**config.mk**
```make
export PLATFORM = sky130hd
export DESIGN_NAME = exc_ctrl_flat
export DESIGN_NICKNAME = d
export VERILOG_FILES = /design/src/rtl/exc_ctrl_if.sv /design/src/rtl/exc_ctrl.sv /design/src/flat_wrapper.sv
export SDC_FILE = /design/constraint.sdc
export NUM_CORES = 1
export LEC_CHECK = 0
export CAP_MARGIN = 20
export CORE_AREA = 2 2 117 119
export DETAILED_ROUTE_END_ITERATION = 8
export DIE_AREA = 0 0 119 121
export PLACE_DENSITY = 0.71
export SLEW_MARGIN = 10
export SYNTH_ARGS = -nofsm -noshare
export SYNTH_HDL_FRONTEND = slang
export SYNTH_SLANG_ARGS = --single-unit
```
**constraint.sdc**
```tcl
create_clock -name clk -period 3.8 [get_ports clk]
set_clock_uncertainty 0.05 [all_clocks]
set_input_delay 0.76 -clock clk [delete_from_list [all_inputs] [get_ports clk]]
set_output_delay 0.76 -clock clk [all_outputs]
set_load 0.005 [all_outputs]
```
**src/rtl/exc_ctrl_if.sv**
```systemverilog
// -----------------------------------------------------------------------------
// exc_ctrl_pkg / exc_ctrl_if
//
// The package holds the types that are shared by the exception controller, CP0
// and the testbench:
//   exception_t : {valid, code, pc, badvaddr, in_delay_slot}, the record that
//                 CP0 commits.
//   rd_state_t  : the state of the fetch-redirect register (debug view).
//
// The interface carries the fetch-redirect handshake.
//   redirect_valid  master -> slave   a redirect target is pending
//   redirect_pc     master -> slave   redirect target, stable while valid
//   redirect_ready  slave  -> master  fetch accepts the redirect
//
// Handshake: a transfer happens on a rising clock edge when both
// redirect_valid and redirect_ready are 1. Once valid is raised, it and
// redirect_pc stay unchanged until that edge. Ready may be high before valid
// and may depend on valid. Valid never depends on ready in the same cycle.
// -----------------------------------------------------------------------------
package exc_ctrl_pkg;

    typedef struct packed {
        logic        valid;
        logic [4:0]  code;
        logic [31:0] pc;
        logic [31:0] badvaddr;
        logic        in_delay_slot;
    } exception_t;

    typedef enum logic {
        RD_IDLE = 1'b0,
        RD_PEND = 1'b1
    } rd_state_t;

endpackage

interface exc_ctrl_if;
    logic        redirect_valid;
    logic [31:0] redirect_pc;
    logic        redirect_ready;

    modport master (
        output redirect_valid,
        output redirect_pc,
        input  redirect_ready
    );

    modport slave (
        input  redirect_valid,
        input  redirect_pc,
        output redirect_ready
    );
endinterface

```
**src/rtl/exc_ctrl.sv**
```systemverilog
// -----------------------------------------------------------------------------
// exc_ctrl
//
// Exception controller between the memory/commit stage and CP0. It
// synchronises the external interrupt lines and latches the count/compare
// timer interrupt. Each cycle it picks the single highest-priority exception
// for the retiring instruction, or the ERET. It raises the pipeline flush
// combinationally and loads a registered fetch redirect: the exception vector,
// or EPC for ERET.
//
// Ports
//   clk, reset              clock, synchronous active-high reset
//   ext_int[5:0]            asynchronous level-sensitive interrupt lines
//   commit_*                commit slot: valid/stall, pc, delay slot, fault
//                           flags, data address, eret
//   cp0_*                   Status IE/EXL/IM, Cause.IP[1:0], Count, Compare,
//                           Compare write strobe, EPC
//   exception               exception record to CP0 (exception_t)
//   eret                    ERET retiring, to CP0
//   flush                   squash all younger stages
//   hw_ip[5:0]              synchronised pending hardware interrupts
//   rdr                     fetch redirect handshake (exc_ctrl_if.master)
//   dbg_redirect_state      state of the redirect register
// -----------------------------------------------------------------------------
module exc_ctrl
    import exc_ctrl_pkg::*;
#(
    parameter logic [31:0] EXC_VECTOR  = 32'hBFC0_0380,
    parameter int          SYNC_STAGES = 2
) (
    input  logic        clk,
    input  logic        reset,

    input  logic [5:0]  ext_int,

    input  logic        commit_valid,
    input  logic        commit_stall,
    input  logic [31:0] commit_pc,
    input  logic        commit_in_delay_slot,
    input  logic        commit_adel_if,
    input  logic        commit_ri,
    input  logic        commit_ov,
    input  logic        commit_sys,
    input  logic        commit_bp,
    input  logic        commit_adel_ld,
    input  logic        commit_ades,
    input  logic [31:0] commit_mem_addr,
    input  logic        commit_eret,

    input  logic        cp0_status_ie,
    input  logic        cp0_status_exl,
    input  logic [7:0]  cp0_status_im,
    input  logic [1:0]  cp0_cause_ip_sw,
    input  logic [31:0] cp0_count,
    input  logic [31:0] cp0_compare,
    input  logic        cp0_compare_we,
    input  logic [31:0] cp0_epc,

    output exception_t  exception,
    output logic        eret,
    output logic        flush,
    output logic [5:0]  hw_ip,

    exc_ctrl_if.master  rdr,
    output rd_state_t   dbg_redirect_state
);

    // ---------------------------------------------------------------- sync
    logic [5:0] sync_q [SYNC_STAGES];
    logic [5:0] int_sync;

    always_ff @(posedge clk) begin
        if (reset) begin
            for (int i = 0; i < SYNC_STAGES; i++) sync_q[i] <= '0;
        end else begin
            sync_q[0] <= ext_int;
            for (int i = 1; i < SYNC_STAGES; i++) sync_q[i] <= sync_q[i-1];
        end
    end

    assign int_sync = sync_q[SYNC_STAGES-1];

    // --------------------------------------------------------------- timer
    // A Compare write acknowledges the timer, so it also wins over a match
    // in the same cycle.
    logic ti;

    always_ff @(posedge clk) begin
        if (reset)                          ti <= 1'b0;
        else if (cp0_compare_we)            ti <= 1'b0;
        else if (cp0_count == cp0_compare)  ti <= 1'b1;
    end

    assign hw_ip = {int_sync[5] | ti, int_sync[4:0]};

    // ----------------------------------------------------- request / retire
    logic      int_req;
    logic      retire;
    rd_state_t rd_state_q;
    rd_state_t rd_state_d;
    logic [31:0] redirect_pc_q;
    logic [31:0] redirect_pc_d;
    logic      redirect_busy;

    assign int_req = cp0_status_ie & ~cp0_status_exl &
                     (|({hw_ip, cp0_cause_ip_sw} & cp0_status_im));

    assign redirect_busy = (rd_state_q == RD_PEND);

    // A pending redirect blocks retirement. This keeps a second flush from
    // overwriting a target that fetch has not taken yet.
    assign retire = ~reset & commit_valid & ~commit_stall & ~redirect_busy;

    // ------------------------------------------------------------ priority
    logic        exc_hit;
    logic [4:0]  exc_code;
    logic [31:0] exc_bad;
    logic        exc_valid;

    always_comb begin
        exc_hit  = 1'b1;
        exc_code = 5'h00;
        exc_bad  = '0;
        if (int_req) begin
            exc_code = 5'h00;
        end else if (commit_adel_if) begin
            exc_code = 5'h04;
            exc_bad  = commit_pc;
        end else if (commit_ri) begin
            exc_code = 5'h0A;
        end else if (commit_ov) begin
            exc_code = 5'h0C;
        end else if (commit_sys) begin
            exc_code = 5'h08;
        end else if (commit_bp) begin
            exc_code = 5'h09;
        end else if (commit_adel_ld) begin
            exc_code = 5'h04;
            exc_bad  = commit_mem_addr;
        end else if (commit_ades) begin
            exc_code = 5'h05;
            exc_bad  = commit_mem_addr;
        end else begin
            exc_hit  = 1'b0;
        end
    end

    assign exc_valid = retire & exc_hit;

    always_comb begin
        exception.valid         = exc_valid;
        exception.code          = exc_valid ? exc_code : 5'h00;
        exception.pc            = commit_pc;
        exception.badvaddr      = exc_valid ? exc_bad : 32'h0;
        exception.in_delay_slot = commit_in_delay_slot;
    end

    // An exception or interrupt on the same instruction pre-empts ERET.
    assign eret  = retire & commit_eret & ~exc_valid;
    assign flush = exc_valid | eret;

    // ------------------------------------------------------ redirect FSM
    always_ff @(posedge clk) begin
        if (reset) begin
            rd_state_q    <= RD_IDLE;
            redirect_pc_q <= '0;
        end else begin
            rd_state_q    <= rd_state_d;
            redirect_pc_q <= redirect_pc_d;
        end
    end

    always_comb begin
        rd_state_d    = rd_state_q;
        redirect_pc_d = redirect_pc_q;
        case (rd_state_q)
            RD_IDLE: begin
                if (flush) begin
                    rd_state_d = RD_PEND;
                    // EPC is sampled before CP0 updates it on this edge.
                    redirect_pc_d = exc_valid ? EXC_VECTOR : cp0_epc;
                end
            end
            RD_PEND: begin
                if (rdr.redirect_ready) rd_state_d = RD_IDLE;
            end
            default: rd_state_d = RD_IDLE;
        endcase
    end

    always_comb begin
        rdr.redirect_valid = redirect_busy;
        rdr.redirect_pc    = redirect_pc_q;
        dbg_redirect_state = rd_state_q;
    end

endmodule

```
**src/flat_wrapper.sv**
```systemverilog
// flat-port wrapper written by rule: the top's interface ports become plain ports
module exc_ctrl_flat import exc_ctrl_pkg::*;
#(
    parameter logic [31:0] EXC_VECTOR  = 32'hBFC0_0380,
    parameter int          SYNC_STAGES = 2
)
  (clk, reset, ext_int, commit_valid, commit_stall, commit_pc, commit_in_delay_slot, commit_adel_if, commit_ri, commit_ov, commit_sys, commit_bp, commit_adel_ld, commit_ades, commit_mem_addr, commit_eret, cp0_status_ie, cp0_status_exl, cp0_status_im, cp0_cause_ip_sw, cp0_count, cp0_compare, cp0_compare_we, cp0_epc, exception, eret, flush, hw_ip, dbg_redirect_state, rdr_redirect_valid, rdr_redirect_pc, rdr_redirect_ready);
  exc_ctrl_if rdr_i ();
  input  logic clk;
  input  logic reset;
  input  logic [5:0] ext_int;
  input  logic commit_valid;
  input  logic commit_stall;
  input  logic [31:0] commit_pc;
  input  logic commit_in_delay_slot;
  input  logic commit_adel_if;
  input  logic commit_ri;
  input  logic commit_ov;
  input  logic commit_sys;
  input  logic commit_bp;
  input  logic commit_adel_ld;
  input  logic commit_ades;
  input  logic [31:0] commit_mem_addr;
  input  logic commit_eret;
  input  logic cp0_status_ie;
  input  logic cp0_status_exl;
  input  logic [7:0] cp0_status_im;
  input  logic [1:0] cp0_cause_ip_sw;
  input  logic [31:0] cp0_count;
  input  logic [31:0] cp0_compare;
  input  logic cp0_compare_we;
  input  logic [31:0] cp0_epc;
  output exception_t exception;
  output logic eret;
  output logic flush;
  output logic [5:0] hw_ip;
  output rd_state_t dbg_redirect_state;
  output wire logic [$bits(rdr_i.redirect_valid)-1:0] rdr_redirect_valid;
  output wire logic [$bits(rdr_i.redirect_pc)-1:0] rdr_redirect_pc;
  input wire logic [$bits(rdr_i.redirect_ready)-1:0] rdr_redirect_ready;
  assign rdr_redirect_valid = rdr_i.redirect_valid;
  assign rdr_redirect_pc = rdr_i.redirect_pc;
  assign rdr_i.redirect_ready = rdr_redirect_ready;
  exc_ctrl #(.EXC_VECTOR(EXC_VECTOR), .SYNC_STAGES(SYNC_STAGES)) u_core (.clk(clk), .reset(reset), .ext_int(ext_int), .commit_valid(commit_valid), .commit_stall(commit_stall), .commit_pc(commit_pc), .commit_in_delay_slot(commit_in_delay_slot), .commit_adel_if(commit_adel_if), .commit_ri(commit_ri), .commit_ov(commit_ov), .commit_sys(commit_sys), .commit_bp(commit_bp), .commit_adel_ld(commit_adel_ld), .commit_ades(commit_ades), .commit_mem_addr(commit_mem_addr), .commit_eret(commit_eret), .cp0_status_ie(cp0_status_ie), .cp0_status_exl(cp0_status_exl), .cp0_status_im(cp0_status_im), .cp0_cause_ip_sw(cp0_cause_ip_sw), .cp0_count(cp0_count), .cp0_compare(cp0_compare), .cp0_compare_we(cp0_compare_we), .cp0_epc(cp0_epc), .exception(exception), .eret(eret), .flush(flush), .hw_ip(hw_ip), .rdr(rdr_i), .dbg_redirect_state(dbg_redirect_state));
endmodule
```
=== After elaboration in Yosys (flattened, before gate mapping) ===
Memory sizes are Yosys's and may differ from the RTL's.
Index checks and enable logic that the tools add are counted.

* RAM bits: 12
* Output and inout port bits: 113
* Flip-flop bits (word level): 34
* Word-level logic and storage cells: 61
* Memories: 1
* Input bits: 193

{| class="wikitable"
|+ Memory list
! name !! depth !! bits a word !! read ports !! clocked after Yosys merged registers in !! write ports !! line !! source
|-
| u_core.sync_q || 2 || 6 || 2 || 0 || 2 || exc_ctrl.sv:69 || <nowiki>logic [5:0] sync_q [SYNC_STAGES];</nowiki>
|}

* Reduce and logical (&&, ||, !) cells: 3
* Bitwise logic cells: 18
* Mux-type cells: 35
* Eq/ne operators: 1

{| class="wikitable"
|+ Operators by type and width
! operator !! count
|-
| $mux 32 || 10
|-
| $mux 5 || 8
|-
| $eq 32x32->1 || 1
|-
| $mux 1 || 13
|-
| $mux 6 || 2
|-
| $and 1x1->1 || 8
|-
| $and 8x8->8 || 1
|-
| $reduce_or 8->1 || 1
|-
| $not 1->1 || 5
|-
| $or 1x1->1 || 4
|-
| $mux 3 || 1
|-
| $pmux 1 s2 || 1
|-
| $reduce_and 2->1 || 1
|-
| $reduce_or 2->1 || 1
|}

=== Logic depth before layout (Yosys ltp) ===
* Depth after elaboration: 14
* Gate-level depth with buffers: 8
* Depth with buffers taken out: 6

=== Least setup slack after synthesis ===
No wires, ideal clock.

* Path type: input to output
* Start: input commit_bp
* End: output exception[10] (netlist name)
* Path slack: 0.856 ns
* Arrival time: 2.134 ns
* Data required time: 2.990 ns
* Cell stages on the path: 7
* Path buffers: 3
* Cells stage by stage: or4_4 > buf_6 > o21ai_1 > a21o_1 > clkbuf_1 > buf_2 > nor2_1

{| class="wikitable"
|+ RTL lines
! item !! line !! source
|-
| start: declaration || flat_wrapper.sv:20 || <nowiki>input logic commit_bp;</nowiki>
|-
| end: declaration || flat_wrapper.sv:33 || <nowiki>output exception_t exception;</nowiki>
|}

==> impl_metrics.toml <==
[setup_path]
r2r_setup_slack_ns = 1.83
criticalPathCategory = "in2out"
cp_max_fo = 16
required_ns = 2.99
timing.rr.end = "u_core.rdr.redirect_pc[31]"
end_kind = "primary output"
arrival_ns = 2.95
rr_startpoint = "u_core.sync_q[0][6]"
start_kind = "input pin"
r2r_cells = 7

[power_and_ir_drop]
p_clk_share_pct = 33.8
power.switching_w = 0.000299
power.density_mw_per_mm2 = 235
p_comb_share_pct = 30.1
p_int_w = 0.00111
p_leak_nw = 2.60
p_seq_share_pct = 36.1
sw_frac_of_total_pct = 21.3
total_power_w = 0.00141
peakVddDrop_mv = 0.207

[yosys]
yosysTopAreaCell = "dfxtp_1"
syn_nets = 491
synth_seq_area_share_pct = 33.7
syn_avg_cell_area_sq_um = 9.16
synth_cell_types = 39
synth_top_area_share_pct = 33.7
ys_top_cells_by_area = "dfxtp_1 (34%), buf_4 (12%), xnor2_1 (10%), a22oi_1 (9.4%), a22o_1 (6.4%)"
syn_inst = 298
yosys_register_bits = 46
ys_warn_count = 0
synth_area_sq_mm = 0.00273

[finish]
layout.nets = 756
fillers = 1204
utilization_pct = 45.6
drive_gt1_share_pct = 6.38
area_delta_synth_final_pct = 119
antenna_cells = 0

[global_routing]
antenna_found_initial = 0
grt_max_degree = 38
grt-ovfl-total = 0
grt_pass1_wl_um = 17600
grt_pass1_vias = 3415
grt_usage_pct = 15.1

[run]
maxCapViolCount = 0

[min_path]
min_from = "u_core.sync_q[0][3]"
hold_depth = 1
hold_path_class = "reg2reg"
worst_hold_path.endpoint = "u_core.sync_q[0][9]"

[place]
gp_congestion = 0.794
io_buffers = 302
hpwl_um = 9820

[cts]
cts_tree = "built"
cts.sinks = 46
cts.htree.levels = 2
cts.path.max_buffers = 2
cts-root-buf = "clkbuf_16"
worstSkewPairLatency_ns = 0.27
clk_pin_slew_ns = 0.06
cts_buffers = 5

[die]
core_area_sq_mm = 0.0131
die_y_um = 121
initial_core_util_pct = 20.9
rows = 42
io_pins = 306
die_x_um = 119
design.die.area_sq_mm = 0.0144

[drt]
dr_total_vias = 3261
drtAntennaViolNets = 0
dr.pass1.iters = 4
drtIter0Drc = 112
drt_wl_total_um = 11700
drc = 0
routedWlPerCell_um = 15.8
viasPerCell = 4.41

[sta]
finalCritPeriodShare_pct = 98.9
hold_violations = 0
max_freq_mhz = 266
min_period_ns = 3.76
rsz0062_at_grt = "true"
slew_viol_final = 0
setup_viol = 0

[outcome]
status = "completed"
## metal layers
metal  GRT usage [%]  vias to the layer above  routed length, um
li1                -                     1567                  -
met1            16.0                     1491               4370
met2            29.9                      185               6260
met3            3.10                       18                846
met4            4.46                        0                226
met5               0                        -                  0
## kinds of logic after synthesis
kind of cell           count (synthesis)  share of synthesized area [%]
AO/OA/AOI/OAI                         77                           23.8
other                                  1                          0.137
AND/OR/NAND/NOR                       78                           15.7
flip-flops                            46                           33.7
XOR/XNOR                              32                           10.3
buffers and inverters                 64                           16.4
## synth_stat cells
cell      number
nor3_2         1
dfxtp_1       46
nor3b_2        1
nor3_1         5
or4_4          1
inv_1          2
nor2_2         1
a22oi_1       34
nand2_1        3
o21ai_0        1
conb_1         1
a31oi_1        1
o21bai_1       1
o21ai_1        1
nand4_1        8
inv_2          1
nor2_1        33
nand2b_4       1
or2_4          1
nor2b_1       15
a21o_1         1
o31ai_2        1
or2_2          1
o21a_1         1
o221a_1       12
and3_1         1
nor4_1         2
a31oi_2        1
nor3b_1        2
buf_2          6
a22o_1        20
nor4b_2        1
buf_6          5
xnor2_1       32
buf_4         43
a222oi_1       1
a21oi_1        2
or3_1          1
clkbuf_1       7
## how the worst max path moves through the flow
stage,endpoint,startpoint,cells after the start
floorplan,exception[10],commit_bp,7
detailed placement,exception[12],commit_bp,7
CTS,exception[12],commit_bp,8
global placement,exception[12],commit_bp,7
finish,exception[22],commit_bp,8
global route,exception[22],commit_bp,8
## registers in the layout, indices dropped and copies added, names as in the netlist
signal                     count
u_core.dbg_redirect_state      1
u_core.rdr.redirect_pc        32
u_core.sync_q                 12
u_core.ti                      1
## power groups by stage
stage	clock [W]	sequential, W	combinational [W]
after floorplan	0	0.000516	0.000135
after global placement	0	0.000517	0.000418
after detailed placement	0	0.000517	0.000423
after CTS	0.000488	0.000507	0.000427
after global routing	0.000508	0.000509	0.000452
final	0.000475	0.000507	0.000423
## metrics by stage
step | cell area, sq um | TNS [ns] | hold WS, ns | setup slack (ns) | cells
3_5_place_dp | 5670 | 0 | 0.377 | 0.00165 | 729
4_1_cts | 5880 | -0.0118 | 0.392 | -0.0118 | 739
3_3_place_gp | 5670 | 0 | 0.372 | 0.0212 | 729
2_1_floorplan | 2730 | 0 | 0.364 | 0.856 | 298
5_1_grt | 5970 | -0.387 | 0.410 | -0.0609 | 740
6_report | 5970 | 0 | 0.387 | 0.0415 | 740
## timing repair
action	4_1_cts	5_1_grt
setup buffers	1	1
setup endpoints to repair	1	36
resized for setup	0	34
gates cloned	1	0
pin swaps	1	13
hold buffers	0	0
## placed cells by master, fill, tap and decap left out, drive strengths merged
cell type and n:
a21oi 2, nor4b 1, a222oi 1, inv 3, xnor2 32, o221a 12, nor3b 3, dlymetal6s2s 29
or3 1, o21bai 1, clkbuf 6, bufinv 1, conb 1, dfxtp 46, nor2b 15, nor3 6
nand4 8, buf 17, nor2 34, or4 1, clkdlybuf4s50 273, o21ai 2, o31ai 1, nand2 3
and3 1, o21a 1, a31oi 2, or2 2, a21o 1, nor4 2, a22o 20, a22oi 34
clkinvlp 1, nand2b 1
## layout make-up
cell class / count / area, sq um / share of cell area (%)
Inverter: 3 / 11.3 / 0.189
Clock buffer: 6 / 129 / 2.16
Sequential cell: 46 / 921 / 15.4
Multi-Input combinational cell: 188 / 1380 / 23.1
Clock inverter: 2 / 37.5 / 0.629
Tap cell: 176 / 220 / 3.69
Timing Repair Buffer: 319 / 3270 / 54.8
## worst max-delay path, cell delays in order
cell and delay (ns):
clkdlybuf4s50_1 0.42, or4_4 0.60, nor3_4 0.17, buf_4 0.15, buf_12 0.14, a22oi_1 0.08
nor2_1 0.12, clkdlybuf4s50_1 0.51
(Power assumes the default switching activity.)
